==> src/rtl/opc6_intc_pkg.sv <==
// Shared constants for the OPC6 interrupt controller: register offsets
// within the 8-word I/O window and the VECTOR "nothing active" code.
package opc6_intc_pkg;

  localparam logic [2:0] PEND_OFS  = 3'd0;
  localparam logic [2:0] MASK_OFS  = 3'd1;
  localparam logic [2:0] PRIO_OFS  = 3'd2;
  localparam logic [2:0] EDGE_OFS  = 3'd3;
  localparam logic [2:0] VEC_OFS   = 3'd4;
  localparam logic [2:0] SWSET_OFS = 3'd5;

  localparam logic [15:0] VEC_NONE = 16'h8000;

endpackage

==> src/rtl/opc6_intc_sync.sv <==
// Two-flop synchronizer for a bus of independent asynchronous requests.
module opc6_intc_sync #(
  parameter int WIDTH = 8
) (
  input  logic             clk,
  input  logic             reset_b,
  input  logic [WIDTH-1:0] d,
  output logic [WIDTH-1:0] q
);

  logic [WIDTH-1:0] s0;

  always_ff @(posedge clk or negedge reset_b) begin
    if (!reset_b) begin
      s0 <= '0;
      q  <= '0;
    end else begin
      s0 <= d;
      q  <= s0;
    end
  end

endmodule

==> src/rtl/opc6_intc.sv <==
// OPC6 interrupt controller: synchronises up to 16 requests, holds them as
// pending, masks them and drives the CPU's two active-low interrupt lines.
module opc6_intc
  import opc6_intc_pkg::*;
#(
  parameter logic [15:0] BASE_ADDR = 16'hFE00,
  parameter int          NSRC      = 8
) (
  input  logic            clk,
  input  logic            reset_b,
  input  logic            clken,
  input  logic [15:0]     address,
  input  logic [15:0]     wdata,
  input  logic            rnw,
  input  logic            vio,
  input  logic [NSRC-1:0] irq_in,
  output logic [15:0]     rdata,
  output logic            sel,
  output logic [1:0]      int_b
);

  // Registers are held 16 wide; bits at or above NSRC are forced to zero.
  localparam logic [15:0] VALID = (NSRC >= 16) ? 16'hFFFF
                                               : 16'((32'd1 << NSRC) - 32'd1);

  function automatic logic [3:0] lowest_index(input logic [15:0] v);
    logic [3:0] idx;
    idx = '0;
    for (int i = 15; i >= 0; i--) begin
      if (v[i]) idx = 4'(i);
    end
    return idx;
  endfunction

  logic [NSRC-1:0] s1;
  logic [15:0]     s1_w, s2, pend, pend_nxt, mask, prio, edge_mode;
  logic [15:0]     rise, w1c, swset, active, hi_act, lo_act, wval;
  logic [2:0]      ofs;
  logic            wr;

  opc6_intc_sync #(.WIDTH(NSRC)) u_sync (
    .clk     (clk),
    .reset_b (reset_b),
    .d       (irq_in),
    .q       (s1)
  );

  assign s1_w   = 16'(s1);
  assign ofs    = address[2:0];
  assign sel    = vio && (address[15:3] == BASE_ADDR[15:3]);
  assign wr     = clken && sel && !rnw;
  assign wval   = wdata & VALID;
  assign w1c    = (wr && ofs == PEND_OFS)  ? wval : 16'h0000;
  assign swset  = (wr && ofs == SWSET_OFS) ? wval : 16'h0000;
  assign rise   = s1_w & ~s2;
  assign active = pend & mask;
  assign hi_act = active & prio;
  assign lo_act = active & ~prio;

  // Edge bits: a set in the same cycle as a clear wins, so no edge is lost.
  assign pend_nxt = VALID & ((edge_mode & ((pend & ~w1c) | rise | swset))
                           | (~edge_mode & s1_w));

  always_ff @(posedge clk or negedge reset_b) begin
    if (!reset_b) begin
      s2        <= '0;
      pend      <= '0;
      mask      <= '0;
      prio      <= '0;
      edge_mode <= '0;
      int_b     <= 2'b11;
    end else begin
      s2    <= s1_w;
      pend  <= pend_nxt;
      int_b <= {~|(pend & mask & prio), ~|(pend & mask & ~prio)};
      if (wr) begin
        case (ofs)
          MASK_OFS: mask      <= wval;
          PRIO_OFS: prio      <= wval;
          EDGE_OFS: edge_mode <= wval;
          default:  ;
        endcase
      end
    end
  end

  always_comb begin
    rdata = 16'h0000;
    if (sel) begin
      case (ofs)
        PEND_OFS: rdata = pend;
        MASK_OFS: rdata = mask;
        PRIO_OFS: rdata = prio;
        EDGE_OFS: rdata = edge_mode;
        VEC_OFS: begin
          if (active == 16'h0000)      rdata = VEC_NONE;
          else if (hi_act != 16'h0000) rdata = {12'h000, lowest_index(hi_act)};
          else                         rdata = {12'h000, lowest_index(lo_act)};
        end
        default: rdata = 16'h0000;
      endcase
    end
  end

endmodule
==> config.mk <==
export PLATFORM = sky130hd
export DESIGN_NAME = opc6_intc
export DESIGN_NICKNAME = d
export VERILOG_FILES = /design/src/rtl/opc6_intc_pkg.sv /design/src/rtl/opc6_intc_sync.sv /design/src/rtl/opc6_intc.sv
export SDC_FILE = /design/constraint.sdc
export NUM_CORES = 1
export LEC_CHECK = 0
export BUFFER_PORTS_ARGS = -buffer_cell sky130_fd_sc_hd__buf_2
export CORE_MARGIN = 5
export CORE_UTILIZATION = 55
export DETAILED_ROUTE_END_ITERATION = 12
export PLACE_DENSITY = 0.88
export SLEW_MARGIN = 40
export SYNTH_ARGS = -nofsm -noshare
export SYNTH_HDL_FRONTEND = slang
export SYNTH_SLANG_ARGS = --single-unit
==> constraint.sdc <==
create_clock -name clk -period 5.8 [get_ports clk]
set_input_delay 1.16 -clock clk [delete_from_list [all_inputs] [get_ports clk]]
set_output_delay 1.16 -clock clk [all_outputs]
set_load 0.01 [all_outputs]
Word level (Yosys, flattened, before mapping)
Index checks and enable logic that the tools add are counted.

word-level totals
  flip-flop bits (word level) = 58
  bits in latches = 0
  logic and storage cells = 82
  bits in writable memories = 0
  memories kept = 0
  bits of input ports = 45
  output and inout bits = 19
  memory bits (read-only) = 0

cells by class
  bitwise logic cells = 14
  divide/modulo/power cells = 0
  shift-type cells = 0
  reductions and logical operators = 16
  equality and inequality tests = 6
  $mul = 0
  add/subtract/negate cells = 0
  magnitude comparators = 0
  multiplexer cells = 38

operator list
  operator                                       number
  2-to-1 mux 4 bit                               33
  one-hot mux 16 bit (5 select lines)            1
  bitwise AND 8 bit                              5
  2-to-1 mux 16 bit                              2
  OR reduction 16 bit                            2
  inverter 8 bit                                 3
  bitwise OR 8 bit                               3
  bitwise AND 16 x 8 -> 16 bit                   1
  bitwise AND 8 x 16 -> 16 bit                   1
  logical NOT 16 bit                             1
  2-to-1 mux 8 bit                               2
  inverter 8 -> 16 bit                           1
  nonzero test 16 bit                            1
  == test 13 bit, second input constant          1
  == test 3 x 2 -> 1 bit, second input constant  2
  == test 3 bit, second input constant           2
  AND reduction 2 bit                            3
  logical AND 1 bit                              5
  == test 3 x 1 -> 1 bit, second input constant  1
  logical NOT 1 bit                              3
  logical NOT 3 bit                              1

Depth between registers and ports, before layout
Gate-level depths: netlist (run 1).

  depth after elaboration = 22
  depth in mapped cells = 8
  depth with buffers taken out = 6

By module
From an unflattened synthesis (run 1), not the netlist that was laid out.

unflattened totals
  cell total of the unflattened synthesis = 213
  area, all modules = 2,762.6 µm²

by module, submodules not included
  module          instances  area each (µm²)  cells each  seq. area each (µm²)
  opc6_intc       1          2,362.3          197         1,053.5
  opc6_intc_sync  1          400.4            16          400.4

Worst setup path after synthesis (run 1)
OpenSTA, ideal clock, no wires.

  path kind = input -> output
  start = in address[3]
  end = out rdata[1]
  arrival time = 2.751 ns
  path slack = 1.889 ns
  data required time = 4.640 ns
  cell stages on the path = 5
  cell sequence = or4b_4 > nor4_4 > nand3_1 > or3_1 > o22ai_1

between the ends
  word-level cells in the longest chain between the ends = 3

ends and longest elaborated chain
  item               RTL line         RTL
  from (decl)        opc6_intc.sv:12  input logic [15:0] address,
  == test 13 bit     opc6_intc.sv:50  assign sel = vio && (address[15:3] == BASE_ADDR[15:3]);
  logical AND 1 bit  opc6_intc.sv:50
  net sel            opc6_intc.sv:18  output logic sel,
  2-to-1 mux 16 bit  opc6_intc.sv:89  if (sel) begin
  to (decl)          opc6_intc.sv:17  output logic [15:0] rdata,

The timed path passes the listed nets, and every way through them passes these cells.

Final worst setup path (run 1)
  start = in address[3]
  end = out rdata[1]

between the ends
  word-level cells in the longest chain between the ends = 3

ends and longest elaborated chain
  item               RTL line
  == test 13 bit     opc6_intc.sv:50
  logical AND 1 bit  opc6_intc.sv:50
  2-to-1 mux 16 bit  opc6_intc.sv:89

No other way between the ends.

==> results of run 1 <==
[flip-flops by register name (all words and copies together) (netlist names)]
register,cells
prio,8
u_sync.s0,8
edge_mode,8
pend,8
int_b,2
u_sync.q,8
mask,8
s2,8
[routing by layer]
layer,up-vias,GRT usage [%]
met4,0,12.2
met1,986,22.8
li1,911,-
met2,90,32.2
met3,13,6.05
met5,-,0
[Yosys cell counts, drive strengths merged]
cell      n
dfrtp    56
nand2    28
mux2     24
nand3    10
a31o      9
buf       9
a32o      8
mux4      8
and2b     6
nor2      6
o22ai     6
and3b     4
clkbuf    3
nand4     3
nor3      3
a21oi     2
and3      2
dfstp     2
inv       2
nand2b    2
nor4      2
o21ai     2
o21bai    2
or3       2
a21bo     1
a31oi     1
and2      1
conb      1
mux2i     1
nand4b    1
nand4bb   1
nor3b     1
nor4b     1
o211ai    1
o21ba     1
o32a      1
or4       1
or4b      1
[worst paths after layout]
| kind | start | endpoint | slack (ps) | depth (start not counted) |
|---|---|---|---|---|
| max in group asynchronous | reset_b | u_sync.q[5] | 4380 | 2 |
| min reg2reg | u_sync.s0[4] | u_sync.q[4] | 350 | 0 |
| min in group asynchronous | reset_b | s2[1] | 950 | 2 |
| max reg2reg | pend[4] | int_b[1] | 4330 | 3 |
| min | u_sync.s0[4] | u_sync.q[4] | 350 | 0 |
| max | address[3] | rdata[1] | 1700 | 7 |
[per-stage QoR]
stage / utilization [%] / setup WS [ps] / cell area (um^2)
after CTS: 67.3 / 1700 / 3220
final: 67.3 / 1700 / 3220
after global routing: 67.3 / 1620 / 3220
after detailed placement: 63.1 / 1700 / 3020
after floorplan: - / 1890 / 2770
after global placement: 63.1 / 1720 / 3020
[power groups by stage]
stage	clock, mW	sequential (mW)	combinational, mW
floorplan	0	0.428	0.0223
global placement	0	0.429	0.0436
detailed placement	0	0.430	0.0450
CTS	0.378	0.423	0.0451
finish	0.373	0.423	0.0442
global route	0.398	0.423	0.0500
[kinds of logic after synthesis]
| logic type | count (synthesis) | share of synthesized area, % |
|---|---|---|
| and+or+nand+nor | 75 | 16.9 |
| AOI/OAI and AO/OA | 34 | 10.0 |
| muxes | 33 | 16.8 |
| other | 1 | 0.137 |
| buffers and inverters | 14 | 3.19 |
| DFF | 58 | 53.0 |
[area by class of cell]
cell class              count  area share [%]
multi-input cells         149            38.0
repair buffers             49            7.69
well taps                  67            2.60
flip-flops and latches     58            45.1
inverters                   2           0.233
clock buffers              11            4.70
clock inverters             5            1.63
[critical path, delay by kind of cell]
family,cells,cell delay [ps]
AO/OA/AOI/OAI,1,140
buffers and inverters,2,260
AND/OR/NAND/NOR,4,1380
==> results.md, run 1 <==
* Starting Density at 57.3%
* Slowest library cell on the worst path: or4b_4
* Layout net count at 314
* DR iter-0 viols at 162
* IR drop worst, VDD at 0.202 mV
* Antenna diode instance count at 0
* Area of the multi-input gates at 1220 um^2
* I/O Buffers at 48
* Antenna viol nets, final at 0
* Layout cell share with drive strength beyond 1 at 44.9%
* CTS root buf: clkbuf_8
* Cts hold-fix bufs at 0
* Vias in the first global route at 1,974
* Yosys warns at 0
* CTS tree: done
* Max-slew violations at 0
* I/O pin count at 64
* Synth unique cells at 42
* Worst-path clk slew at 60 ps
* Final Power at 0.840 mW
* FF+latch area at 1450 um^2
* Part of the power in combinational logic at 5.3%
* Hold Slack at 346 ps
* Post-synthesis register bit count at 58
* Synth Instances at 215
* Run status: finished, final reports clean
* H-tree depth at 3
* Leakage at 1.52 nW
* WL met3 at 540 um
* CTS max path bufs at 2
* # rows at 25
* Clock share of power at 44.4%
* Pre-Repair DR Iteration Count at 4
* Post-CTS Resized at 0
* First-pass GRT wire length at 9.39 mm
* Clock Latency Late Sink at 340 ps
* Placed cells at 325
* Maximum clock frequency at 244 MHz
* Initial antenna violation count at 0
* Largest net degree at the start of global routing at 59
* Pint at 0.655 mW
* Slew margin rel. at 53.3%
* RSZ-0062 raised after global routing: false
* Fin Setup TNS at 0 ps
* DIE HEIGHT at 80.6 um
* Switching Fraction at 22.0%
* Mapped Area at 2740 um^2
* Tmin final at 4100 ps
* WL/cell at 17.3 um
* Worst-margin pin slew at 700 ps
* Max-Cap Viols at 0
* Crit Path Max Fanout at 5
* Final WL at 5.91 mm
* Global Route Usage Sum at 19.8%
* Hold WC Path Type: flip-flop to flip-flop
* Via count at 2,000
* Total grt overflow at 0
* Layout filler cell count at 364
* Die Wd at 80.6 um
* DRC Markers at 0
* Sequential element share of the synthesized area at 53.0%
* Crit path required time at 4640 ps
* Pwr dens at 261 nW/um^2
* Final Hold Viols at 0
* Non-filler cells, final at 341
* Area Overhead vs Synth at 17.4%
* Postcts setup bufs at 0
* Synth Area per Inst at 12.8 um^2
* GP Congestion at 0.894
* HPWL reported at the end of detailed placement at 4.09 mm
* Area leader, netlist: dfrtp_1
* Clock sinks at 58
* Worst EP arrival at 2940 ps
* DR top layer: met4
* Cts bufs inserted at 9
* Setup violators final at 0
* CP cell instances: buf_2, or4b_4, nor4_4, nand3_1, or3_1, o22ai_1, buf_2
* Vias per inst at 5.87
* Flop pwr share at 50.4%
* Clock Skew at 4.87 ps
* Crit path top cell by count: buf_2
* CP Capture Type: primary output
* Met2 Wirelength at 2.84 mm
* Commonest non-fill, non-tap cell in the layout: dfrtp_1
* Crit path kind: input port to primary output
* Tcrit/Tclk final at 70.7%
* Met1 WL at 2.36 mm
* Most frequent cells in the layout: dfrtp_1, buf_2, nand2_1, mux2_2, clkbuf_8
* Die ar. at 6500 um^2
* CP startpoint kind: input port
* Top cells by area, synth: dfrtp_1, mux2_2, mux4_2
* Worst path max stage delay at 540 ps
* Core area at 4790 um^2
* Sw Pwr at 0.184 mW
* Yosys top cell area share at 51.1%
Power figures use the tool's default switching activity.
==> run 2, diff against run 1 <==
--- a/config.mk
+++ b/config.mk
@@ -7,9 +7,9 @@
 export LEC_CHECK = 0
 export BUFFER_PORTS_ARGS = -buffer_cell sky130_fd_sc_hd__buf_2
 export CORE_MARGIN = 5
-export CORE_UTILIZATION = 55
+export CORE_UTILIZATION = 53
 export DETAILED_ROUTE_END_ITERATION = 12
-export PLACE_DENSITY = 0.88
+export PLACE_DENSITY = 0.86
 export SLEW_MARGIN = 40
 export SYNTH_ARGS = -nofsm -noshare
 export SYNTH_HDL_FRONTEND = slang
==> constraint.sdc (replaced) <==
create_clock -name clk -period 4.1 [get_ports clk]
set_input_delay 0.82 -clock clk [delete_from_list [all_inputs] [get_ports clk]]
set_output_delay 0.82 -clock clk [all_outputs]
set_load 0.01 [all_outputs]
==> run 2 against run 1 <==
Compared with the run above: critical path depth unchanged; total power up 47%; sequential share of layout area down 0.24 points; worst hold slack worse by 1.9 ps; critical path type unchanged; core utilization down 3.5 points; clock skew up 8.1 ps; flip-flop and latch count unchanged; clock power up 54%.
==> results.md, run 2 (synthesized netlist as in run 1, its figures left out) <==
* Antenna diode instance count at 0 (unchanged)
* Layout net count at 314 (unchanged)
* Final Power at 1.23 mW (+47%)
* Crit Path Max Fanout at 5 (unchanged)
* Fin Setup TNS at 0 ps (unchanged)
* First-pass GRT wire length at 9.27 mm (-1.3%)
* H-tree depth at 3 (unchanged)
* Pwr dens at 381 nW/um^2 (+46%)
* IR drop worst, VDD at 0.235 mV (+17%)
* Leakage at 1.53 nW (+0.70%)
* Setup violators final at 0 (unchanged)
* Layout cell share with drive strength beyond 1 at 44.9% (unchanged)
* Run status: finished, final reports clean
* I/O Buffers at 48 (unchanged)
* Crit path kind: input port to primary output
* Placed cells at 328 (+0.92%)
* Final Hold Viols at 0 (unchanged)
* Total grt overflow at 0 (unchanged)
* DR iter-0 viols at 167 (+3.1%)
* Vias in the first global route at 1,944 (-1.5%)
* Most frequent cells in the layout: dfrtp_1, buf_2, nand2_1, mux2_2
* Worst-margin pin slew at 692 ps (-7.77 ps)
* HPWL reported at the end of detailed placement at 3.96 mm (-3.1%)
* Pre-Repair DR Iteration Count at 4 (unchanged)
* Cts hold-fix bufs at 0 (unchanged)
* Antenna viol nets, final at 0 (unchanged)
* Hold WC Path Type: flip-flop to flip-flop
* Tcrit/Tclk final at 84.1%
* Vias per inst at 5.64 (-3.8%)
* Commonest non-fill, non-tap cell in the layout: dfrtp_1
* Hold Slack at 344 ps (-1.92 ps)
* CTS tree: done
* Part of the power in combinational logic at 5.1% (-0.2 points)
* DIE HEIGHT at 82.0 um (+1.6%)
* DRC Markers at 0 (unchanged)
* CP startpoint kind: input port
* Starting Density at 54.1% (-3.3 points)
* Non-filler cells, final at 344 (+0.88%)
* Worst setup margin at 652 ps (-1050 ps)
* RSZ-0062 raised after global routing: false
* CTS root buf: clkbuf_8
* Global Route Usage Sum at 19.2% (-0.67 points)
* Pint at 0.971 mW (+48%)
* Post-CTS Resized at 0 (unchanged)
* Clock share of power at 46.5% (+2.1 points)
* Area Overhead vs Synth at 18.1%
* Sw Pwr at 0.263 mW (+43%)
* Max-slew violations at 0 (unchanged)
* Core area at 5070 um^2 (+6.0%)
* Register-to-register setup slack at 2690 ps (-1640 ps)
* Cts bufs inserted at 9 (unchanged)
* Clock Latency Late Sink at 350 ps (about the same)
* Clock sinks at 58 (unchanged)
* WL/cell at 16.7 um (-3.7%)
* Crit path required time at 3280 ps (-1360 ps)
* CP Capture Type: primary output
* GP Congestion at 0.923 (+3.2%)
* Flop pwr share at 48.4% (-2.0 points)
* Initial antenna violation count at 0 (unchanged)
* Final WL at 5.74 mm (-2.8%)
* Switching Fraction at 21.3% (-0.61 points)
* Worst EP arrival at 2630 ps (-310 ps)
* Worst-path clk slew at 60 ps (about the same)
* Via count at 1,940 (-3.0%)
* Max-Cap Viols at 0 (unchanged)
* Tmin final at 3450 ps
* Slew margin rel. at 53.7% (+0.32 points)
* Clock Skew at 13.0 ps (+8.12 ps)
* CTS max path bufs at 2 (unchanged)
* Postcts setup bufs at 0 (unchanged)
* I/O pin count at 64 (unchanged)
* # rows at 26 (+4.0%)
* Pre-CTS setup slack at 666 ps (-1040 ps)
* Die ar. at 6720 um^2 (+3.3%)
* Die Wd at 82.0 um (+1.6%)
* Maximum clock frequency at 290 MHz
* Largest net degree at the start of global routing at 31 (-47%)
[run 2: worst max-delay path, cell delays in order]
cell     delay (ps)
buf_2           100
or4b_4          540
nor4_4          340
nand3_1         180
or3_1           330
o22ai_1         150
buf_2           160
[run 2: final cells by class]
cell class / instances / area [um^2]
clock buffer: 10 / 138
clock inverter: 6 / 80.1
fill: 403 / 1840
inverter: 2 / 7.51
multi-input combinational: 149 / 1220
sequential: 58 / 1450
tap: 70 / 87.6
timing repair buffer: 49 / 248
[run 2: through the flow]
stage	util (%)	area [um^2]
2_1_floorplan	-	2770
3_3_place_gp	59.5	3020
3_5_place_dp	59.5	3020
4_1_cts	63.8	3240
5_1_grt	63.8	3240
6_report	63.8	3240
[run 2: power by group through the flow]
stage / registers, mW / logic (mW) / clock network (mW)
3_5_place_dp: 0.608 / 0.0639 / 0
5_1_grt: 0.599 / 0.0710 / 0.607
2_1_floorplan: 0.605 / 0.0316 / 0
3_3_place_gp: 0.607 / 0.0622 / 0
4_1_cts: 0.598 / 0.0642 / 0.584
6_report: 0.598 / 0.0629 / 0.574
[run 2: per-layer routing]
layer,global-route usage [%],wire (um)
met1,24.1,2470
met2,29.3,2620
met3,3.84,422
met4,14.0,225
met5,0,0
[run 2: final timing paths]
check                                   end         start  cells after the start
max in group asynchronous          int_b[1]       reset_b                      2
worst max register to register     int_b[1]       prio[7]                      3
worst min register to register  u_sync.q[1]  u_sync.s0[1]                      0
min in group asynchronous           mask[3]       reset_b                      1
worst max-delay path               rdata[1]    address[3]                      7
worst min-delay path            u_sync.q[1]  u_sync.s0[1]                      0
